## config.mk

```make
export PLATFORM = sky130hd
export DESIGN_NAME = mem_access_unit_flat
export DESIGN_NICKNAME = d
export VERILOG_FILES = /design/src/rtl/mem_access_unit_if.sv /design/src/rtl/mem_access_unit.sv /design/src/flat_wrapper.sv
export SDC_FILE = /design/constraint.sdc
export NUM_CORES = 1
export LEC_CHECK = 0
export ABC_AREA = 1
export BUFFER_PORTS_ARGS = -buffer_cell sky130_fd_sc_hd__buf_2
export CORE_MARGIN = 2
export CORE_UTILIZATION = 50
export CTS_BUF_LIST = sky130_fd_sc_hd__clkbuf_4 sky130_fd_sc_hd__clkbuf_8
export DETAILED_ROUTE_END_ITERATION = 12
export PLACE_DENSITY = 0.82
export SYNTH_ARGS = -nofsm -noshare
export SYNTH_HDL_FRONTEND = slang
export SYNTH_SLANG_ARGS = --single-unit
```

## constraint.sdc

```tcl
create_clock -name clk -period 1.95 [get_ports clk]
set_clock_uncertainty 0.2 [all_clocks]
set_input_delay 0.39 -clock clk [delete_from_list [all_inputs] [get_ports clk]]
set_output_delay 0.39 -clock clk [all_outputs]
set_load 0.05 [all_outputs]
```

## src/rtl/mem_access_unit_if.sv

```systemverilog
// mem_access_unit_if: req/ack data-memory port between the MEM stage and data memory
interface mem_access_unit_if;
  logic req;
  logic we;
  logic [31:0] addr;
  logic [31:0] wdata;
  logic ack;
  logic [31:0] rdata;
  modport master(output req, we, addr, wdata, input ack, rdata);
  modport slave(input req, we, addr, wdata, output ack, rdata);
endinterface

```

## src/rtl/mem_access_unit.sv

```systemverilog
// mem_access_unit: MEM-stage load/store engine with req/ack memory port, stall and MEM/WB register
module mem_access_unit #(
  parameter int TIMEOUT = 255
) (
  input  logic clk,
  input  logic clrn,
  input  logic MEMwreg,
  input  logic MEMm2reg,
  input  logic MEMwmem,
  input  logic MEMisStoreHazards,
  input  logic [4:0] MEMwn,
  input  logic [31:0] MEMaluResult,
  input  logic [31:0] MEMdi,
  input  logic [31:0] WBfwd,
  mem_access_unit_if.master dmem,
  output logic stall,
  output logic bus_err,
  output logic WBwreg,
  output logic WBm2reg,
  output logic [4:0] WBwn,
  output logic [31:0] WBaluResult,
  output logic [31:0] WBmo
);
  typedef enum logic [1:0] {IDLE, BUSY, DONE} state_t;
  state_t state, nxt;
  logic [7:0] cnt;
  logic [31:0] rdata_hold;
  logic access, expire;
  assign access = MEMm2reg | MEMwmem;
  assign expire = cnt == 8'(TIMEOUT - 1);
  always_ff @(posedge clk or negedge clrn)
    if (!clrn) state <= IDLE;
    else state <= nxt;
  always_comb begin
    nxt = state == IDLE ? (access ? BUSY : IDLE) :
          state == BUSY ? ((dmem.ack | expire) ? DONE : BUSY) : IDLE;
  end
  always_comb begin
    stall = state == BUSY | (state == IDLE & access);
  end
  always_ff @(posedge clk or negedge clrn)
    if (!clrn) begin
      dmem.req <= 1'b0;
      dmem.we <= 1'b0;
      dmem.addr <= '0;
      dmem.wdata <= '0;
      cnt <= '0;
      rdata_hold <= '0;
      bus_err <= 1'b0;
    end else if (state == IDLE && access) begin
      dmem.req <= 1'b1;
      dmem.we <= MEMwmem;
      dmem.addr <= MEMaluResult;
      dmem.wdata <= MEMisStoreHazards ? WBfwd : MEMdi;
      cnt <= '0;
    end else if (state == BUSY) begin
      if (dmem.ack) begin
        dmem.req <= 1'b0;
        rdata_hold <= dmem.we ? '0 : dmem.rdata;
      end else if (expire) begin
        dmem.req <= 1'b0;
        bus_err <= 1'b1;
        rdata_hold <= '0;
      end else cnt <= cnt + 8'd1;
    end
  // a stalled cycle writes a bubble so the held instruction is written back only once
  always_ff @(posedge clk or negedge clrn)
    if (!clrn) begin
      WBwreg <= 1'b0;
      WBm2reg <= 1'b0;
      WBwn <= '0;
      WBaluResult <= '0;
      WBmo <= '0;
    end else begin
      WBwreg <= !stall & MEMwreg;
      WBm2reg <= !stall & MEMm2reg;
      WBwn <= stall ? '0 : MEMwn;
      WBaluResult <= stall ? '0 : MEMaluResult;
      WBmo <= (!stall && state == DONE) ? rdata_hold : '0;
    end
endmodule

```

## src/flat_wrapper.sv

```systemverilog
// flat-port wrapper written by rule: the top's interface ports become plain ports
module mem_access_unit_flat 
#(
  parameter int TIMEOUT = 255
)
  (clk, clrn, MEMwreg, MEMm2reg, MEMwmem, MEMisStoreHazards, MEMwn, MEMaluResult, MEMdi, WBfwd, stall, bus_err, WBwreg, WBm2reg, WBwn, WBaluResult, WBmo, dmem_req, dmem_we, dmem_addr, dmem_wdata, dmem_ack, dmem_rdata);
  mem_access_unit_if dmem_i ();
  input  logic clk;
  input  logic clrn;
  input  logic MEMwreg;
  input  logic MEMm2reg;
  input  logic MEMwmem;
  input  logic MEMisStoreHazards;
  input  logic [4:0] MEMwn;
  input  logic [31:0] MEMaluResult;
  input  logic [31:0] MEMdi;
  input  logic [31:0] WBfwd;
  output logic stall;
  output logic bus_err;
  output logic WBwreg;
  output logic WBm2reg;
  output logic [4:0] WBwn;
  output logic [31:0] WBaluResult;
  output logic [31:0] WBmo;
  output wire logic [$bits(dmem_i.req)-1:0] dmem_req;
  output wire logic [$bits(dmem_i.we)-1:0] dmem_we;
  output wire logic [$bits(dmem_i.addr)-1:0] dmem_addr;
  output wire logic [$bits(dmem_i.wdata)-1:0] dmem_wdata;
  input wire logic [$bits(dmem_i.ack)-1:0] dmem_ack;
  input wire logic [$bits(dmem_i.rdata)-1:0] dmem_rdata;
  assign dmem_req = dmem_i.req;
  assign dmem_we = dmem_i.we;
  assign dmem_addr = dmem_i.addr;
  assign dmem_wdata = dmem_i.wdata;
  assign dmem_i.ack = dmem_ack;
  assign dmem_i.rdata = dmem_rdata;
  mem_access_unit #(.TIMEOUT(TIMEOUT)) u_core (.clk(clk), .clrn(clrn), .MEMwreg(MEMwreg), .MEMm2reg(MEMm2reg), .MEMwmem(MEMwmem), .MEMisStoreHazards(MEMisStoreHazards), .MEMwn(MEMwn), .MEMaluResult(MEMaluResult), .MEMdi(MEMdi), .WBfwd(WBfwd), .dmem(dmem_i), .stall(stall), .bus_err(bus_err), .WBwreg(WBwreg), .WBm2reg(WBm2reg), .WBwn(WBwn), .WBaluResult(WBaluResult), .WBmo(WBmo));
endmodule
```

==> results.md, run 1 <==
* Die width at 122 µm
* Vias at 6321
* Final worst-path cycle share at 98.4%
* Most frequent cell after synthesis: nand2_1
* Total CTS buffers at 17
* Total wire length at 19.7 mm
* Layout Utilization at 71.8%
* Pwr dens at 1650 mW/mm²
* Outcome: completed
* Arrival time at the worst endpoint at 1330 ps
* Crit end category: primary output
* Synth Instances at 763
* Slowest CP cell: dfrtp_1
* Post-route DRC at 0
* Critical path buffer and inverter count at 2
* EDFF count, synth at 0
* CP peak stage delay at 430 ps
* Leak at 0.00545 µW
* H-tree levels at 4
* Initial antenna violation count at 0
* Net count, final at 1255
* Pin count of the biggest net entering global routing at 67
* Top_reg_cell synth: dfrtp_1
* Slew @ Worst Pin at 523 ps
* Syn nets at 905
* WHS Endpoint: u_core.dmem.wdata[28]
* Fraction of registers with async set/reset at 100%
* Worst-path maximum fanout at 2
* RePlAce Congestion at 0.864
* Most used cell, CP: nand2_4
* Hold Vio Cnt, Final at 0
* Max Cap Viol at 0
* Final min period at 1920 ps
* Boundary Pins at 279
* Synth top area cells: dfrtp_1 (64%), nand2_1 (10%), o21ai_0 (6.6%)
* Initial Util at 50.9%
* Worst Hold Depth at 3
* CP Class: reg -> out
* First-pass GRT wire length at 29.3 mm
* Routed vias/inst at 4.85
* Placement Rows at 43
* Die height at 122 µm
* Core ar. at 0.0138 mm²
* Reg2reg end: u_core.rdata_hold[15]
* Critical Path Source: u_core.state[1]
* Yosys cell types at 20
* Slew HR at 65.1%
* Slew Limit Fails at 0
* Syn_area_per_cell at 9.20 µm²
* PortBufs at 278
* Peak Freq at 521 MHz
* Worst R2R Start: u_core.cnt[0]
* HP Class: in -> reg
* Layout cells sized above 1 at 31.4%
* Area leader, netlist: dfrtp_1
* Clock buffer depth at 2
* Post-synth top cells: nand2_1 (196), dfrtp_1 (180), inv_1 (115)
* Top-area cell type share of the netlist area at 64.2%
* Die area at 0.0150 mm²
* Pre-antenna DRT Iters at 8
* Final setup fails at 0
* Final ANT Viol Nets at 0
* Worst ir drop on vdd at 1.18 mV
* CTS Root Cell: clkbuf_8
* CP Cell Sequence: inv_2 -> nand2_4 -> nand2_4 -> buf_8
* Multi-input gate area at 0.00193 mm²
* CP delay by family, top: flip-flops
* CP required at 1360 ps
* FILL cells at 1001
* Num Clock Sinks at 180
* Sequential area share after synthesis at 64.2%
* Clock Latency Late Sink at 460 ps
* Overall Power at 16300 µW
* Synthesized area at 0.00702 mm²
* Number of DRC markers in iteration 0 at 608
* R2r worst-path depth at 10
* Clock transition at the registers of the reported paths at 90 ps
* Sequential cell area at 0.00450 mm²
* Synth Warn # at 0
* Tot GR Track Use at 25.6%
* Mean routed wirelength per cell at 15.1 µm
* Grt ovf at 0
* Hpwl dp at 12.0 mm
* Number of global-route vias before repair at 6115
* Synth Register Bits at 180
* Reg2reg setup slack at 40 ps
* CTS tree: done
* Hold Path Origin: MEMdi[28]
* Area Growth Syn to Fin at 40.9%
* # diodes at 0
* Setup crit start kind: flop
[metal layers]
layer	track usage [%]	part of all wire (%)
met2	45.5	52
met5	0	0
met1	29.4	38
met3	5.99	6.1
met4	11.7	3.9
[cell usage in the layout (no fill, tap or decap), types with 2 or more instances in the layout]
cell and count:
clkinv_2 2, buf_6 2, clkbuf_8 20, buf_12 9
inv_1 113, inv_2 2, nor2_2 2, nand3_1 7
nand2_4 3, dlygate4sd3_1 72, nor2_4 2, nand2_2 3
nand2_1 193, dfrtp_1 180, buf_4 9, nand4_1 3
bufinv_16 2, nor2_1 79, o21ai_0 93, buf_2 276
clkinvlp_4 2, o21ai_1 23, o21bai_1 2, o21ai_2 14
ha_1 2
[cells by family after synthesis]
group / after synthesis / synth area share [%]
simple gates: 292 / 16.1
flops: 180 / 64.2
fa+ha+maj: 2 / 0.357
compound gates: 134 / 10.4
xor+xnor: 1 / 0.125
buf+inv: 154 / 8.86
[metrics by stage]
step | worst slack [ps] | hold WS [ps] | cells | TNS (ps) | area [µm²]
2_1_floorplan | 211 | -106 | 763 | 0 | 7020
3_3_place_gp | 166 | 56.8 | 1195 | 0 | 8670
3_5_place_dp | 140 | 60.8 | 1195 | 0 | 8670
4_1_cts | 0.372 | 0.826 | 1295 | 0 | 9770
5_1_grt | -17.3 | 15.6 | 1303 | -29.6 | 9880
6_report | 30.4 | 25.4 | 1303 | 0 | 9880
[worst min-delay path: cells and delay by family]
kind	cells	cell delay (ps)
AO/OA/AOI/OAI	2	180
buffers and inverters	1	70
[how the worst max path moves through the flow]
stage,end,slack (ps),depth (start not counted)
finish,stall,30,4
global route,u_core.rdata_hold[15],-20,10
CTS,stall,0.4,4
detailed placement,u_core.rdata_hold[4],140,10
global placement,stall,170,6
floorplan,stall,210,6
[state kept, by name, indices dropped and copies added (netlist names)]
signal              flops
u_core.dmem.req         1
u_core.cnt              8
u_core.WBaluResult     32
u_core.dmem.we          1
u_core.rdata_hold      32
u_core.WBm2reg          1
u_core.state            2
u_core.WBwn             5
u_core.bus_err          1
u_core.WBmo            32
u_core.dmem.wdata      32
u_core.dmem.addr       32
u_core.WBwreg           1
[cell type report]
| cell class | count | area share (%) |
|---|---|---|
| sequential | 180 | 45.6 |
| timing repair buffer | 370 | 24.4 |
| multi-input combinational | 429 | 19.5 |
| inverter | 115 | 4.37 |
| clock buffer | 21 | 2.86 |
| tap | 180 | 2.28 |
| clock inverter | 8 | 1.04 |
[where the power goes]
group | internal [µW] | switching (µW)
Sequential | 5080 | 701
Combinational | 1910 | 6080
Clock | 1240 | 1300
Total | 8230 | 8090
[repair_timing]
| item | in CTS | in global routing |
|---|---|---|
| endpoints found under the setup margin | 1 | 39 |
| setup buffers | 1 | 4 |
| endpoints found under the hold margin | 268 | 2 |
| pin swaps | 1 | 2 |
| gates resized for setup | 5 | 7 |
| hold buffers | 70 | 2 |
| cloned | 0 | 2 |
Note: power is estimated with default switching activity, not from simulation.
==> run 2, diff against run 1 <==
--- a/config.mk
+++ b/config.mk
@@ -11,6 +11,7 @@
 export CORE_UTILIZATION = 50
 export CTS_BUF_LIST = sky130_fd_sc_hd__clkbuf_4 sky130_fd_sc_hd__clkbuf_8
 export DETAILED_ROUTE_END_ITERATION = 12
+export MAX_ROUTING_LAYER = met4
 export PLACE_DENSITY = 0.82
 export SYNTH_ARGS = -nofsm -noshare
 export SYNTH_HDL_FRONTEND = slang
==> run 2 against run 1 <==
Core utilization stayed put. Final area did not move. First-iteration DRC count rose by 0.66%. Clock power about the same. Non-clock buffer count stayed put. Combinational power is essentially flat. Setup slack improved by 0.91 ps. Cell count is the same. Count of clock-buffer cells in the layout stayed put. Global-route usage rose by 0.72 points. Sequential cell count unchanged. Total power hardly changed. Largest power group unchanged.
==> results.md, run 2 (synthesized netlist as in run 1, its figures left out) <==
* Number of global-route vias before repair at 6100 (was 6115)
* Reg2reg end: u_core.rdata_hold[15] (unchanged)
* Sw Ratio at 49.5% (was 49.6%)
* Die height at 122 µm (unchanged)
* Sw power at 8070 µW (was 8090 µW)
* Critical Path Source: u_core.state[1] (unchanged)
* Crit end category: primary output (unchanged)
* Number of DRC markers in iteration 0 at 612 (was 608)
* Num Clock Sinks at 180 (unchanged)
* Post-route design area at 0.00988 mm² (unchanged)
* Tot GR Track Use at 26.4% (was 25.6%)
* Final min period at 1920 ps (about the same)
* Final ANT Viol Nets at 0 (unchanged)
* Cell Area, Placed at 0.00867 mm² (unchanged)
* Area Growth Syn to Fin at 40.9% (unchanged)
* Gate power share at 49.0% (about the same)
* Vias at 6303 (was 6321)
* Worst-path maximum fanout at 2 (unchanged)
* Hpwl dp at 12.0 mm (unchanged)
* Core ar. at 0.0138 mm² (unchanged)
* Worst ir drop on vdd at 1.18 mV (about the same)
* Peak Freq at 521 MHz (about the same)
* Grt ovf at 0 (unchanged)
* Clock transition at the registers of the reported paths at 90 ps (about the same)
* CTS Root Cell: clkbuf_8 (unchanged)
* Clock Latency Late Sink at 450 ps (was 460 ps)
* Slew Limit Fails at 0 (unchanged)
* PortBufs at 278 (unchanged)
* Die width at 122 µm (unchanged)
* Layout Utilization at 71.8% (unchanged)
* Setup crit start kind: flop (unchanged)
* Commonest cells after routing, fill and taps aside: buf_2 (276), nand2_1 (193), dfrtp_1 (180) (unchanged)
* Total CTS buffers at 17 (unchanged)
* CP Class: reg -> out (unchanged)
* CP required at 1360 ps (about the same)
* Post-route DRC at 0 (unchanged)
* R2r worst-path depth at 10 (unchanged)
* Outcome: completed (unchanged)
* Final setup fails at 0 (unchanged)
* Boundary Pins at 279 (unchanged)
* Overall Power at 16300 µW (about the same)
* RePlAce Congestion at 0.878 (was 0.864)
* Critical Path End: stall (unchanged)
* Die area at 0.0150 mm² (unchanged)
* Fin cells at 1303 (unchanged)
* Placement Rows at 43 (unchanged)
* Layout cells sized above 1 at 31.4% (unchanged)
* Pwr dens at 1650 mW/mm² (about the same)
* Pre-antenna DRT Iters at 5 (was 8)
* Slew @ Worst Pin at 540 ps (was 523 ps)
* HP Class: in -> reg (unchanged)
* Slew HR at 64.0% (was 65.1%)
* First-pass GRT wire length at 29.2 mm (was 29.3 mm)
* Total wire length at 19.6 mm (was 19.7 mm)
* Leak at 0.00545 µW (unchanged)
* Final worst-path cycle share at 98.4% (about the same)
* Mean routed wirelength per cell at 15.1 µm (about the same)
* Reg2reg setup slack at 50 ps (was 40 ps)
* Initial Util at 50.9% (unchanged)
* Initial antenna violation count at 0 (unchanged)
* Flop pwr share at 35.5% (about the same)
* Hold Vio Cnt, Final at 0 (unchanged)
* Cell-internal power at 8230 µW (about the same)
* CTS tree: done (unchanged)
* Routed vias/inst at 4.84 (was 4.85)
* Arrival time at the worst endpoint at 1330 ps (about the same)
* Worst R2R Start: u_core.cnt[0] (unchanged)
* FILL cells at 1001 (unchanged)
* Max Cap Viol at 0 (unchanged)
* Clock share of power at 15.6% (about the same)
* Clock buffer depth at 2 (unchanged)
* # diodes at 0 (unchanged)
* Post-Place Cells at 1195 (unchanged)
* Commonest non-fill, non-tap cell in the layout: buf_2 (unchanged)
* H-tree levels at 4 (unchanged)
* Net count, final at 1255 (unchanged)
* Pin count of the biggest net entering global routing at 67 (unchanged)
run 2: cell counts in the layout (fill, tap and decap cells not counted):
No cell type changed its count.
run 2: final cells by class:
| type | instances | area, µm² | share of cell area, % |
|---|---|---|---|
| well taps | 180 | 225 | 2.28 |
| repair buffers | 370 | 2410 | 24.4 |
| inverters | 115 | 432 | 4.37 |
| multi-input cells | 429 | 1930 | 19.5 |
| flip-flops and latches | 180 | 4500 | 45.6 |
| clock buffers | 21 | 283 | 2.86 |
| clock inverters | 8 | 103 | 1.04 |
run 2: worst min path at each step:
stage	endpoint	from	slack, ps	cells past startpoint
6_report	u_core.dmem.wdata[28]	MEMdi[28]	30	3
3_3_place_gp	u_core.WBmo[14]	clrn	60	1
5_1_grt	u_core.rdata_hold[7]	dmem_rdata[7]	20	3
3_5_place_dp	u_core.WBmo[14]	clrn	60	1
2_1_floorplan	u_core.WBaluResult[0]	clrn	-110	0
4_1_cts	u_core.rdata_hold[4]	dmem_rdata[4]	0.8	3
run 2: per-stage QoR:
step	TNS, ps	hold slack, ps	worst slack, ps
6_report	0	29.4	31.3
5_1_grt	-29.9	19.0	-19.1
4_1_cts	0	0.826	0.372
3_5_place_dp	0	60.8	140
3_3_place_gp	0	56.8	166
2_1_floorplan	0	-106	211
run 2: power by group through the flow:
| stage | Sequential (µW) | Combinational, µW | Clock [µW] |
|---|---|---|---|
| finish | 5780 | 7980 | 2540 |
| CTS | 5750 | 7740 | 2550 |
| global placement | 5740 | 7440 | 0 |
| global route | 5910 | 8510 | 2730 |
| floorplan | 9300 | 2020 | 0 |
| detailed placement | 5790 | 7580 | 0 |
run 2: timing repair:
item	CTS	global route
cloned	0	2
pin swaps	1	2
buffers inserted	1	4
hold endpoints to repair	268	2
setup endpoints to repair	1	39
resized for setup	5	7
hold buffers	70	2
run 2: worst max-delay path, cell delays in order (launching register included):
cell	delay [ps]
dfrtp_1	440
inv_2	140
nand2_4	80
nand2_4	80
buf_8	140
run 2: metal layers:
layer | GRT usage, % | part of all wire (%) | vias up
li1 | - | - | 2999
met1 | 29.5 | 38 | 2961
met2 | 45.3 | 53 | 288
met3 | 5.67 | 5.7 | 55
met4 | 11.9 | 3.4 | 0
met5 | - | 0 | -
==> run 3, diff against run 2 <==
==> constraint.sdc (replaced) <==
create_clock -name clk -period 1.99 [get_ports clk]
set_clock_uncertainty 0.2 [all_clocks]
set_input_delay 0.398 -clock clk [delete_from_list [all_inputs] [get_ports clk]]
set_output_delay 0.398 -clock clk [all_outputs]
set_load 0.05 [all_outputs]
==> run 3 against run 2 <==
Total power shrank 2.6%. Worst hold slack lost 2.6 ps. Via count shrank 3.2%. Critical path type unchanged. Die area is the same. Global-route usage shrank 0.20 points. Critical endpoint unchanged. Largest cell class unchanged. Final area shrank 0.41%. Count of clock-buffer cells in the layout is the same.
==> results.md, run 3 (synthesized netlist as in run 1, its figures left out) <==
* Final ANT Viol Nets at 0 (unchanged)
* Hold Path Origin: MEMdi[28] (unchanged)
* Clock transition at the registers of the reported paths at 90 ps (about the same)
* Flop pwr share at 35.7% (was 35.5%)
* Number of global-route vias before repair at 6051 (was 6100)
* Die height at 122 µm (unchanged)
* # diodes at 0 (unchanged)
* H-tree levels at 4 (unchanged)
* Worst-path maximum fanout at 3 (was 2)
* WHS Endpoint: u_core.dmem.wdata[28] (unchanged)
* Outcome: completed (unchanged)
* Sw power at 7890 µW (was 8070 µW)
* Placement Rows at 43 (unchanged)
* CP delay by family, top: flip-flops (unchanged)
* Boundary Pins at 279 (unchanged)
* Commonest cells after routing, fill and taps aside: buf_2 (276), nand2_1 (194), dfrtp_1 (180) (was buf_2 (276), nand2_1 (193), dfrtp_1 (180))
* Net count, final at 1251 (was 1255)
* Slew Limit Fails at 0 (unchanged)
* Final worst-path cycle share at 97.5%
* Reg2reg setup slack at 150 ps (was 50 ps)
* Grt ovf at 0 (unchanged)
* Crit end category: primary output (unchanged)
* Routed vias/inst at 4.69 (was 4.84)
* Commonest non-fill, non-tap cell in the layout: buf_2 (unchanged)
* Final min period at 1940 ps
* CTS tree: done (unchanged)
* Clock buffer depth at 2 (unchanged)
* Worst ir drop on vdd at 1.02 mV (was 1.18 mV)
* Pin count of the biggest net entering global routing at 67 (unchanged)
* Layout cells sized above 1 at 30.9% (was 31.4%)
* Tot GR Track Use at 26.2% (was 26.4%)
* Slew @ Worst Pin at 504 ps (was 540 ps)
* Setup crit start kind: flop (unchanged)
* Core ar. at 0.0138 mm² (unchanged)
* R2r worst-path depth at 10 (unchanged)
* Num Clock Sinks at 180 (unchanged)
* PortBufs at 278 (unchanged)
* Total CTS buffers at 17 (unchanged)
* RSZ-0062 raised after global routing: false
* Worst R2R Start: u_core.cnt[0] (unchanged)
* Hold WS at 26.8 ps (was 29.4 ps)
* CP peak stage delay at 430 ps (was 440 ps)
* Gate power share at 47.9% (was 49.0%)
* CTS Root Cell: clkbuf_8 (unchanged)
* Cell-internal power at 7990 µW (was 8230 µW)
* Setup TNS Final at 0 ps (unchanged)
* Vias at 6101 (was 6303)
* Critical path buffer and inverter count at 1 (was 2)
* Slew HR at 66.4% (was 64.0%)
* Initial Util at 50.9% (unchanged)
* Most used cell, CP: nand2_4 (unchanged)
* First-pass GRT wire length at 28.9 mm (was 29.2 mm)
* Final setup fails at 0 (unchanged)
* Pre-antenna DRT Iters at 6 (was 5)
* Die area at 0.0150 mm² (unchanged)
* Slowest CP cell: dfrtp_1 (unchanged)
* Die width at 122 µm (unchanged)
* Max Cap Viol at 0 (unchanged)
* CP Class: reg -> out (unchanged)
* RePlAce Congestion at 0.850 (was 0.878)
* Clock share of power at 16.4% (was 15.6%)
* Worst Hold Depth at 3 (unchanged)
* Reg2reg end: u_core.rdata_hold[4] (was u_core.rdata_hold[15])
* CP required at 1390 ps (was 1360 ps)
* HP Class: in -> reg (unchanged)
* Post-CTS Setup Repair Bufs at 0 (was 1)
* Post-route DRC at 0 (unchanged)
* Peak Freq at 516 MHz
* CP Cell Sequence: nor2_2 -> nand2_4 -> nand2_4 -> buf_8 (was inv_2 -> nand2_4 -> nand2_4 -> buf_8)
* Hpwl dp at 11.8 mm (was 12.0 mm)
* Hold Vio Cnt, Final at 0 (unchanged)
* Leak at 0.00542 µW (was 0.00545 µW)
* Initial antenna violation count at 0 (unchanged)
* Mean routed wirelength per cell at 14.3 µm (was 15.1 µm)
* Area Growth Syn to Fin at 40.3% (was 40.9%)
* Pwr dens at 1610 mW/mm² (was 1650 mW/mm²)
* Clock Latency Late Sink at 470 ps (was 450 ps)
* Sw Ratio at 49.7% (was 49.5%)
* Number of DRC markers in iteration 0 at 425 (was 612)
* Arrival time at the worst endpoint at 1340 ps (was 1330 ps)
* Total wire length at 18.6 mm (was 19.6 mm)
-- run 3: cell types whose count changed in the layout (fill, tap and decap cells not counted), sizes merged --
cell and delta:
buf -5, dlygate4sd3 +2, inv +4, clkinv -1, clkbuf -1
-- run 3: timing repair --
item	4_1_cts	5_1_grt
hold buffers	74	0
resized for setup	3	4
endpoints found under the hold margin	225	0
endpoints found under the setup margin	1	1
pin swaps	0	2
-- run 3: worst reg2reg max path, cell delays in order, from the launching register on --
cell	delay [ps]
dfrtp_1	420
inv_1	120
ha_1	150
nand2_1	40
nor2_1	150
nand2_2	90
nand2_1	70
nand2_2	60
buf_12	200
nand2_1	130
o21ai_0	90
-- run 3: how the worst max path moves through the flow --
| stage | from | end | slack (ps) | cells past startpoint |
|---|---|---|---|---|
| after floorplan | MEMm2reg | stall | 230 | 6 |
| after global placement | MEMm2reg | u_core.cnt[3] | 200 | 9 |
| after detailed placement | MEMm2reg | u_core.WBaluResult[12] | 190 | 7 |
| after CTS | u_core.state[0] | stall | 6 | 4 |
| after global routing | u_core.state[0] | stall | 2 | 4 |
| final | u_core.state[0] | stall | 50 | 4 |
-- run 3: layer usage --
metal / vias up / track usage [%] / routed length [µm]
met4: 0 / 12.9 / 637
met5: - / - / 0
met2: 246 / 44.2 / 9580
met3: 48 / 6.04 / 1120
li1: 3009 / - / -
met1: 2798 / 29.3 / 7230
-- run 3: final cells by class --
cell class | count | area (µm²)
clock buffers | 21 | 283
multi-input cells | 429 | 1910
repair buffers | 366 | 2350
clock inverters | 11 | 136
fillers | 1013 | 3930
well taps | 180 | 225
flip-flops and latches | 180 | 4500
inverters | 115 | 432
-- run 3: through the flow --
step / setup WS (ps) / cell area (µm²) / cells / utilization, % / total power, µW
floorplan: 235 / 7020 / 763 / - / 11100
global placement: 202 / 8660 / 1196 / 62.9 / 12900
detailed placement: 192 / 8660 / 1196 / 62.9 / 13100
CTS: 5.69 / 9830 / 1302 / 71.4 / 15800
global route: 2.24 / 9840 / 1302 / 71.5 / 16800
finish: 50.7 / 9840 / 1302 / 71.5 / 15900
-- run 3: power groups by stage --
stage	sequential [µW]	clock, µW	combinational [µW]
2_1_floorplan	9110	0	1980
3_3_place_gp	5640	0	7280
3_5_place_dp	5680	0	7440
4_1_cts	5640	2620	7570
5_1_grt	5810	2800	8140
6_report	5670	2600	7610
